===== src/rtl/bitlogic_arbiter.sv =====
// Round-robin front end that shares one registered AND/OR/XOR/XNOR unit among NREQ requesters.
// One operation in flight; valid/ready handshakes on each request port and on the response port.
module bitlogic_arbiter #(
   parameter int NREQ  = 4,
   parameter int WIDTH = 8,
   parameter int IDW   = $clog2(NREQ)
) (
   input  logic                    clk,
   input  logic                    rst,
   input  logic [NREQ-1:0]         req_valid,
   output logic [NREQ-1:0]         req_ready,
   input  logic [2*NREQ-1:0]       req_op,
   input  logic [WIDTH*NREQ-1:0]   req_a,
   input  logic [WIDTH*NREQ-1:0]   req_b,
   output logic                    rsp_valid,
   input  logic                    rsp_ready,
   output logic [IDW-1:0]          rsp_id,
   output logic [WIDTH-1:0]        rsp_data,
   output logic                    busy,
   output logic [15:0]             ops_done
);

   typedef enum logic [1:0] {IDLE, EXEC, RESP} state_t;

   state_t             state_q, state_d;
   logic [IDW-1:0]     ptr_q;
   logic [1:0]         op_q;
   logic [WIDTH-1:0]   a_q, b_q;
   logic [WIDTH-1:0]   rspData_q;
   logic [IDW-1:0]     rspId_q;
   logic [15:0]        opsDone_q;

   logic               grantValid;
   logic [IDW-1:0]     grantIdx;
   logic               grantOk;
   logic [1:0]         selOp;
   logic [WIDTH-1:0]   selA, selB;
   logic [WIDTH-1:0]   result;

   // Scan downward so the candidate closest to ptr+1 is the last (winning) assignment.
   always_comb begin : pickWinner
      int cand;
      grantValid = 1'b0;
      grantIdx   = '0;
      cand       = 0;
      for (int k = NREQ; k >= 1; k--) begin
         cand = (int'(ptr_q) + k) % NREQ;
         if (req_valid[cand[IDW-1:0]]) begin
            grantValid = 1'b1;
            grantIdx   = cand[IDW-1:0];
         end
      end
   end

   assign grantOk   = grantValid && (state_q == IDLE) && !rst;
   assign req_ready = grantOk ? (NREQ'(1) << grantIdx) : '0;

   always_comb begin
      selOp = '0;
      selA  = '0;
      selB  = '0;
      for (int i = 0; i < NREQ; i++) begin
         if (grantIdx == IDW'(i)) begin
            selOp = req_op[2*i +: 2];
            selA  = req_a[WIDTH*i +: WIDTH];
            selB  = req_b[WIDTH*i +: WIDTH];
         end
      end
   end

   always_comb begin
      case (op_q)
         2'b00:   result = a_q & b_q;
         2'b01:   result = a_q | b_q;
         2'b10:   result = a_q ^ b_q;
         default: result = ~(a_q ^ b_q);
      endcase
   end

   always_comb begin
      state_d = state_q;
      case (state_q)
         IDLE:    if (grantOk) state_d = EXEC;
         EXEC:    state_d = RESP;
         RESP:    if (rsp_ready) state_d = IDLE;
         default: state_d = IDLE;
      endcase
   end

   always_ff @(posedge clk) begin
      if (rst) state_q <= IDLE;
      else     state_q <= state_d;
   end

   // ptr doubles as the latched requester id: it only moves on a handshake.
   always_ff @(posedge clk) begin
      if (rst) begin
         ptr_q     <= IDW'(NREQ-1);
         op_q      <= '0;
         a_q       <= '0;
         b_q       <= '0;
         rspData_q <= '0;
         rspId_q   <= '0;
         opsDone_q <= '0;
      end else begin
         if (grantOk) begin
            ptr_q <= grantIdx;
            op_q  <= selOp;
            a_q   <= selA;
            b_q   <= selB;
         end
         if (state_q == EXEC) begin
            rspData_q <= result;
            rspId_q   <= ptr_q;
         end
         if ((state_q == RESP) && rsp_ready) opsDone_q <= opsDone_q + 16'd1;
      end
   end

   assign rsp_valid = (state_q == RESP);
   assign busy      = (state_q != IDLE);
   assign rsp_data  = rspData_q;
   assign rsp_id    = rspId_q;
   assign ops_done  = opsDone_q;

endmodule

===== config.mk =====
export PLATFORM = sky130hd
export DESIGN_NAME = bitlogic_arbiter
export DESIGN_NICKNAME = d
export VERILOG_FILES = /design/src/rtl/bitlogic_arbiter.sv
export SDC_FILE = /design/constraint.sdc
export NUM_CORES = 1
export LEC_CHECK = 0
export CAP_MARGIN = 20
export CORE_ASPECT_RATIO = 0.5
export CORE_MARGIN = 2
export CORE_UTILIZATION = 45
export DETAILED_ROUTE_END_ITERATION = 10
export PLACE_DENSITY = 0.81
export SLEW_MARGIN = 30
export SYNTH_ARGS = -nofsm -noshare
export SYNTH_HDL_FRONTEND = slang
export SYNTH_SLANG_ARGS = --single-unit

===== constraint.sdc =====
create_clock -name clk -period 1.99 [get_ports clk]
set_input_delay 0.398 -clock clk [delete_from_list [all_inputs] [get_ports clk]]
set_output_delay 0.398 -clock clk [all_outputs]
set_load 0.03 [all_outputs]

==> reports/qor.tcl, run 1 <==
set qor(outcome) {finished with violations}
set qor(violations_in_the_final_reports) {negative setup slack}
set qor(max_clock_buf_depth) 2
set qor(tritoncts) {yes}
set qor(root_driver) {sky130_fd_sc_hd__clkbuf_16}
set qor(cts_hold_buffers) 0
set qor(max_freq_mhz) 495
set qor(synth_compound_area_share_pct) 22.0
set qor(timing.critical_path.slowest_stage_cell) {sky130_fd_sc_hd__dfxtp_4}
set qor(ys_types) 49
set qor(post-route-drc-count) 0
set qor(final_period_minus_worst_setup_slack_ns) 2.02
set qor(leakagePower_nw) 1.95
set qor(xor_xnor_fraction_of_synth_area_pct) 6.22
set qor(synth_largest_area_cell) {sky130_fd_sc_hd__dfxtp_1}
set qor(floorplan.initialDensity_pct) 46.4
set qor(synth_top_cells_by_area) {sky130_fd_sc_hd__dfxtp_1 31%, sky130_fd_sc_hd__ha_1 6.9%, sky130_fd_sc_hd__mux2i_1 6.8%, sky130_fd_sc_hd__a221o_1 5.2%, sky130_fd_sc_hd__xor2_1 4.8%}
set qor(fp.dieW_um) 121
set qor(critical_path.startpoint) {ptr_q[1]}
set qor(cp-endpoint) {req_ready[2]}
set qor(antenna_cells) 0
set qor(critical_path_peak_fanout) 5
set qor(ioPinCount) 111
set qor(rsz0062_at_grt) {yes}
set qor(cts.htree.levels) 2
set qor(ys_seq_area_share_pct) 31.0
set qor(routed_wl_um) 8300
set qor(routabilityCongestion) 0.823
set qor(drtPass1Iterations) 4
set qor(io_buffers) 110
set qor(leading_cell_type_in_the_layout_fill_and_taps_excluded) {sky130_fd_sc_hd__clkdlybuf4s50_1}
set qor(combinational_family_with_the_most_area_after_synthesis) {compound AO/OA/AOI/OAI gates}
set qor(finalSetupTns_ns) -0.0802
set qor(netlist.area_leader.share_pct) 31.0
set qor(number_of_storage_elements_in_the_synthesis_netlist) 48
set qor(power.density_nw_per_um2) 721
set qor(cts.reportedPaths.clkPinSlew_ns) 0.07
set qor(top_reg_cell_synth) {sky130_fd_sc_hd__dfxtp_1}
set qor(regToRegStartpoint) {state_q[1]}
set qor(fin_nets) 591
set qor(global_route_wire_length_before_repair_um) 13500
set qor(reg2reg_slack_ns) 0.19
set qor(global_route.usage.total_pct) 22.0
set qor(floorplan.rows) 21
set qor(path_delay_family) {flip-flops}
set qor(grt_antenna_before_repair) 0
set qor(cap_violations) 0
set qor(worst_slew_pin_slew_ns) 0.815
set qor(crit-reg2reg-capture) {b_q[1]}
set qor(critPathRequiredTime_ns) 1.59
set qor(synth_cells) 365
set qor(cp_num_cells) 6
set qor(synthesis.nets) 461
set qor(ir_drop_uv) 411
set qor(fp.dieArea_um2) 7600
set qor(r2r_cells) 7
set qor(largest_net_degree_at_the_start_of_global_routing) 37
set qor(number_of_global_route_vias_before_repair) 2795
set qor(detail_route.iter0.violations) 130
set qor(async_reset_ff_share_pct) 0
set qor(dp_hpwl_um) 6140
set qor(post_route_cells_drive_above_1_share_pct) 17.1
set qor(total_power_mw) 3.38
set qor(synth_edf_count) 0
set qor(clock-skew-final_ns) 0.00314
set qor(mostFrequentLayoutCells) {102 x sky130_fd_sc_hd__clkdlybuf4s50_1, 44 x sky130_fd_sc_hd__dfxtp_1, 38 x sky130_fd_sc_hd__buf_4}
set qor(overflow) 0
set qor(core_um2) 6670
set qor(worst-path-buf-inv) 2
set qor(max-slew-margin-rel_pct) 45.3
set qor(setup_ws_ns) -0.0314
set qor(timing.setup.critical_path_class) {reg2out}
set qor(critPathLaunchType) {register}
set qor(cts.sink_count) 48
set qor(synth_simple_gate_area_share_pct) 17.0
set qor(route.detailed.vias_per_inst) 5.17
set qor(min_path_type) {reg2reg}
set qor(end_kind) {output port}
set qor(worst_hold_margin_ns) 0.458
set qor(timing.final.max_slew_violations) 0
set qor(route.vias.total) 3042
set qor(ys_warn_count) 0
set qor(cp_slowest_stage_delay_ns) 0.38
set qor(clk_latency_ns) 0.29
set qor(post_synth.cell_area_avg_um2) 8.49
set qor(muxShareOfSynthArea_pct) 6.79
set qor(finalCoreUtilization_pct) 70.2
set qor(synthAdderAreaFrac_pct) 6.87
set qor(syn2layout_area_growth_pct) 51.2
set qor(crit_chain) {nand2_4 > o32ai_4 > buf_6 > a211o_1 > nor3_2 > buf_4}
set qor(die-height_um) 62.7
set qor(synth.cell_area_um2) 3100
set qor(cts-buffers-inserted) 5
set qor(fin_crit_sh_pct) 102
set qor(cp.arrival_ns) 1.62
set qor(ant_nets) 0
set qor(finalHoldViolations) 0
set qor(route.detailed.wl_per_inst_um) 14.1
set qor(setup_viol) 3
-- synthesized netlist by cell type, types with 7 or more instances --
| master | number |
|---|---|
| sky130_fd_sc_hd__dfxtp_1 | 48 |
| sky130_fd_sc_hd__inv_1 | 38 |
| sky130_fd_sc_hd__nor2_1 | 31 |
| sky130_fd_sc_hd__a21oi_1 | 26 |
| sky130_fd_sc_hd__nand2_1 | 23 |
| sky130_fd_sc_hd__mux2i_1 | 21 |
| sky130_fd_sc_hd__ha_1 | 17 |
| sky130_fd_sc_hd__xor2_1 | 17 |
| sky130_fd_sc_hd__a221o_1 | 16 |
| sky130_fd_sc_hd__a211oi_1 | 14 |
| sky130_fd_sc_hd__nand2b_1 | 13 |
| sky130_fd_sc_hd__a22oi_1 | 9 |
| sky130_fd_sc_hd__clkbuf_1 | 9 |
| sky130_fd_sc_hd__nor3_1 | 9 |
| sky130_fd_sc_hd__o2bb2ai_1 | 9 |
| sky130_fd_sc_hd__buf_6 | 7 |
-- report_power, final --
group | leakage, nW | internal [mW] | switching (mW)
Combinational | 1.48 | 0.676 | 0.638
Clock | 0.0772 | 0.503 | 0.368
Sequential | 0.395 | 1.07 | 0.121
-- what timing repair did --
item / CTS / global route
cloned: 0 / 0
buffers inserted: 8 / 4
endpoints found under the setup margin: 22 / 4
pin swaps: 7 / 9
gates resized for setup: 32 / 16
-- worst min path at each step --
stage	start	endpoint	slack, ns	cells past startpoint
2_1_floorplan	b_q[0]	b_q[0]	0.48	2
3_3_place_gp	rsp_id[0]	rsp_id[0]	0.44	2
3_5_place_dp	rsp_id[0]	rsp_id[0]	0.45	2
4_1_cts	rsp_id[0]	rsp_id[0]	0.46	2
5_1_grt	rsp_id[1]	rsp_id[1]	0.48	2
6_report	rsp_id[0]	rsp_id[0]	0.46	2
-- routing by layer --
layer  global-route usage, %  vias to the layer above  part of all wire [%]
met5                       0                        -                     0
met4                    4.17                        0                   1.1
met3                    3.10                        7                   5.2
met2                    38.6                       86                    49
met1                    29.0                     1411                    45
li1                        -                     1538                     -
-- stage by stage --
stage          cell area [um^2]  setup WS [ns]  instances
3_3_place_gp               4330         -0.354        568
4_1_cts                    4610       -0.00359        584
3_5_place_dp               4330         -0.377        568
6_report                   4680        -0.0314        588
5_1_grt                    4680        -0.0836        588
2_1_floorplan              3100         -0.238        365
-- logic make-up after synthesis --
group                      Yosys count
and+or+nand+nor                    104
xor gates and xnor gates            22
DFF                                 48
muxes                               21
adders and majority gates           17
AOI/OAI and AO/OA                   90
buffers and inverters               63
-- flip-flops by register name, summed over array words and instances (netlist names) --
signal / count
b_q: 8
op_q: 2
rsp_id: 2
ptr_q: 2
a_q: 8
ops_done: 16
rsp_data: 8
state_q: 2
-- worst reg2reg max path, delay by kind of cell (launching register included) --
| kind | cells | cell delay (ns) |
|---|---|---|
| and+or+nand+nor | 2 | 0.44 |
| AOI/OAI and AO/OA | 3 | 0.66 |
| buffers and inverters | 2 | 0.29 |
| DFF | 1 | 0.33 |
-- cell type report --
| class | instances | area [um^2] |
|---|---|---|
| tap | 92 | 115 |
| timing repair buffer | 147 | 1370 |
| multi-input combinational | 254 | 1930 |
| inverter | 39 | 151 |
| clock buffer | 6 | 139 |
| fill | 540 | 1990 |
| sequential | 48 | 971 |
| clock inverter | 2 | 13.8 |
(Power assumes the default switching activity.)
==> run 2, diff against run 1 <==
CORE_MARGIN = 10   (was 2)
CORE_UTILIZATION = 31   (was 45)
PLACE_DENSITY = 0.6   (was 0.81)
==> run 2 against run 1 <==
  * The run still ends with negative setup slack left
  * Cell area rose by 1.4%
  * Combinational power barely moved
  * Worst hold slack barely moved
  * Sequential share of layout area fell by 0.28 points
  * Utilization fell by 21 points
  * Worst setup slack got worse by 0.021 ns
  * Count of clock-buffer cells in the layout did not move
  * First-iteration DRC count fell by 12%
==> reports/qor.tcl, run 2 (synthesized netlist as in run 1, its figures left out) <==
set qor(ir_drop_uv) 283
set qor(global_route.usage.total_pct) 12.2
set qor(number_of_global_route_vias_before_repair) 2943
set qor(cts.htree.levels) 2
set qor(cts.reportedPaths.clkPinSlew_ns) 0.07
set qor(max_freq_mhz) 490
set qor(route.detailed.vias_per_inst) 4.76
set qor(total_power_mw) 3.37
set qor(fin_nets) 593
set qor(timing.final.max_slew_violations) 0
set qor(top_usage_layer) {met2}
set qor(post_route_cells_drive_above_1_share_pct) 16.7
set qor(critPathLaunchType) {register}
set qor(largest_net_degree_at_the_start_of_global_routing) 37
set qor(route.detailed.wl_per_inst_um) 15.1
set qor(floorplan.rows) 25
set qor(grtUsageMet3_pct) 2.87
set qor(setup_ws_ns) -0.0523
set qor(dp_hpwl_um) 7430
set qor(detail_route.iter0.violations) 114
set qor(holdCritStartpoint) {rsp_id[1]}
set qor(critical_path.startpoint) {ptr_q[1]}
set qor(clock-skew-final_ns) 0.00802
set qor(root_driver) {sky130_fd_sc_hd__clkbuf_16}
set qor(overflow) 0
set qor(cp.arrival_ns) 1.64
set qor(syn2layout_area_growth_pct) 53.3
set qor(mostFrequentLayoutCells) {101 x sky130_fd_sc_hd__clkdlybuf4s50_1, 44 x sky130_fd_sc_hd__dfxtp_1, 37 x sky130_fd_sc_hd__buf_4}
set qor(leading_cell_type_in_the_layout_fill_and_taps_excluded) {sky130_fd_sc_hd__clkdlybuf4s50_1}
set qor(io_buffers) 110
set qor(finalSetupTns_ns) -0.0912
set qor(routed_wl_um) 9520
set qor(drtPass1Iterations) 4
set qor(timing.setup.critical_path_class) {reg2out}
set qor(outcome) {finished with violations}
set qor(regToRegStartpoint) {ptr_q[0]}
set qor(route.vias.total) 3006
set qor(violations_in_the_final_reports) {negative setup slack}
set qor(grt_antenna_before_repair) 0
set qor(end_kind) {output port}
set qor(cts-buffers-inserted) 5
set qor(ioPinCount) 111
set qor(critical_path_peak_fanout) 7
set qor(global_route_wire_length_before_repair_um) 15000
set qor(floorplan.initialDensity_pct) 32.3
set qor(worst_slew_pin_slew_ns) 0.619
set qor(max_clock_buf_depth) 2
set qor(tritoncts) {yes}
set qor(setup_viol) 4
set qor(cts.sink_count) 48
set qor(r2r_cells) 8
set qor(routabilityCongestion) 0.802
set qor(pre_cts_ws_ns) -0.365
set qor(core_um2) 9600
set qor(leakagePower_nw) 1.98
set qor(use_met1_pct) 15.4
set qor(finalHoldViolations) 0
set qor(min_path_cells) 2
set qor(max-slew-margin-rel_pct) 58.7
set qor(ant_nets) 0
set qor(clk_latency_ns) 0.29
set qor(fp.dieArea_um2) 14600
set qor(fp.dieW_um) 161
set qor(die-height_um) 90.7
set qor(fillerInstances) 964
set qor(post-route-drc-count) 0
set qor(reg2reg_slack_ns) 0.18
set qor(fin_crit_sh_pct) 103
set qor(final_period_minus_worst_setup_slack_ns) 2.04
set qor(cap_violations) 0
set qor(power.density_nw_per_um2) 710
set qor(critPathRequiredTime_ns) 1.59
set qor(largest_register_ffs) 16
set qor(rsz0062_at_grt) {yes}
set qor(min_path_type) {reg2reg}
set qor(grt_use_met2_pct) 20.7
set qor(antenna_cells) 0
[run 2: cell types whose count changed in the layout (fill, tap and decap cells not counted), sizes merged]
cell           before  now
buf                43   44
inv                40   39
dlymetal6s2s        0    1
clkbuf              7    8
clkdlybuf4s50     102  101
[run 2: layout make-up]
class	count	area, um^2	share of cell area [%]
multi-input cells	254	1900	40.0
repair buffers	149	1410	29.7
flip-flops and latches	48	971	20.4
well taps	135	169	3.56
inverters	39	151	3.19
clock buffers	6	139	2.92
clock inverters	1	8.76	0.184
[run 2: timing repair]
| action | 4_1_cts | 5_1_grt |
|---|---|---|
| endpoints found under the hold margin | 0 | 0 |
| gates cloned | 0 | 0 |
| hold buffers | 0 | 0 |
| resized for setup | 27 | 14 |
| setup buffers | 9 | 1 |
| endpoints found under the setup margin | 6 | 5 |
| pin swaps | 8 | 3 |
[run 2: power by group]
| part | switching, mW | total [mW] | internal, mW |
|---|---|---|---|
| logic | 0.627 | 1.31 | 0.684 |
| clock network | 0.371 | 0.867 | 0.496 |
| registers | 0.120 | 1.19 | 1.07 |
[run 2: worst max-delay path: stages (launching register included)]
cell	delay, ns
sky130_fd_sc_hd__dfxtp_4	0.40
sky130_fd_sc_hd__inv_4	0.05
sky130_fd_sc_hd__o32ai_4	0.27
sky130_fd_sc_hd__buf_6	0.15
sky130_fd_sc_hd__a211o_1	0.17
sky130_fd_sc_hd__and3_4	0.20
sky130_fd_sc_hd__buf_6	0.12
[run 2: final timing paths]
path,end
worst min register to register,rsp_id[1]
worst max register to register,b_q[1]
worst min-delay path,rsp_id[1]
worst max-delay path,req_ready[1]
[run 2: per-layer routing]
metal	wire, um	up-vias	part of all wire, %
li1	-	1541	-
met3	432	4	4.5
met1	4350	1401	46
met2	4660	60	49
met5	0	-	0
met4	74	0	0.78
[run 2: per-stage QoR]
step | hold slack [ns] | instances | instance area [um^2] | utilization (%)
2_1_floorplan | 0.485 | 365 | 3100 | -
3_3_place_gp | 0.444 | 615 | 4440 | 46.2
3_5_place_dp | 0.451 | 615 | 4440 | 46.2
4_1_cts | 0.461 | 631 | 4720 | 49.1
5_1_grt | 0.498 | 632 | 4750 | 49.4
6_report | 0.458 | 632 | 4750 | 49.4
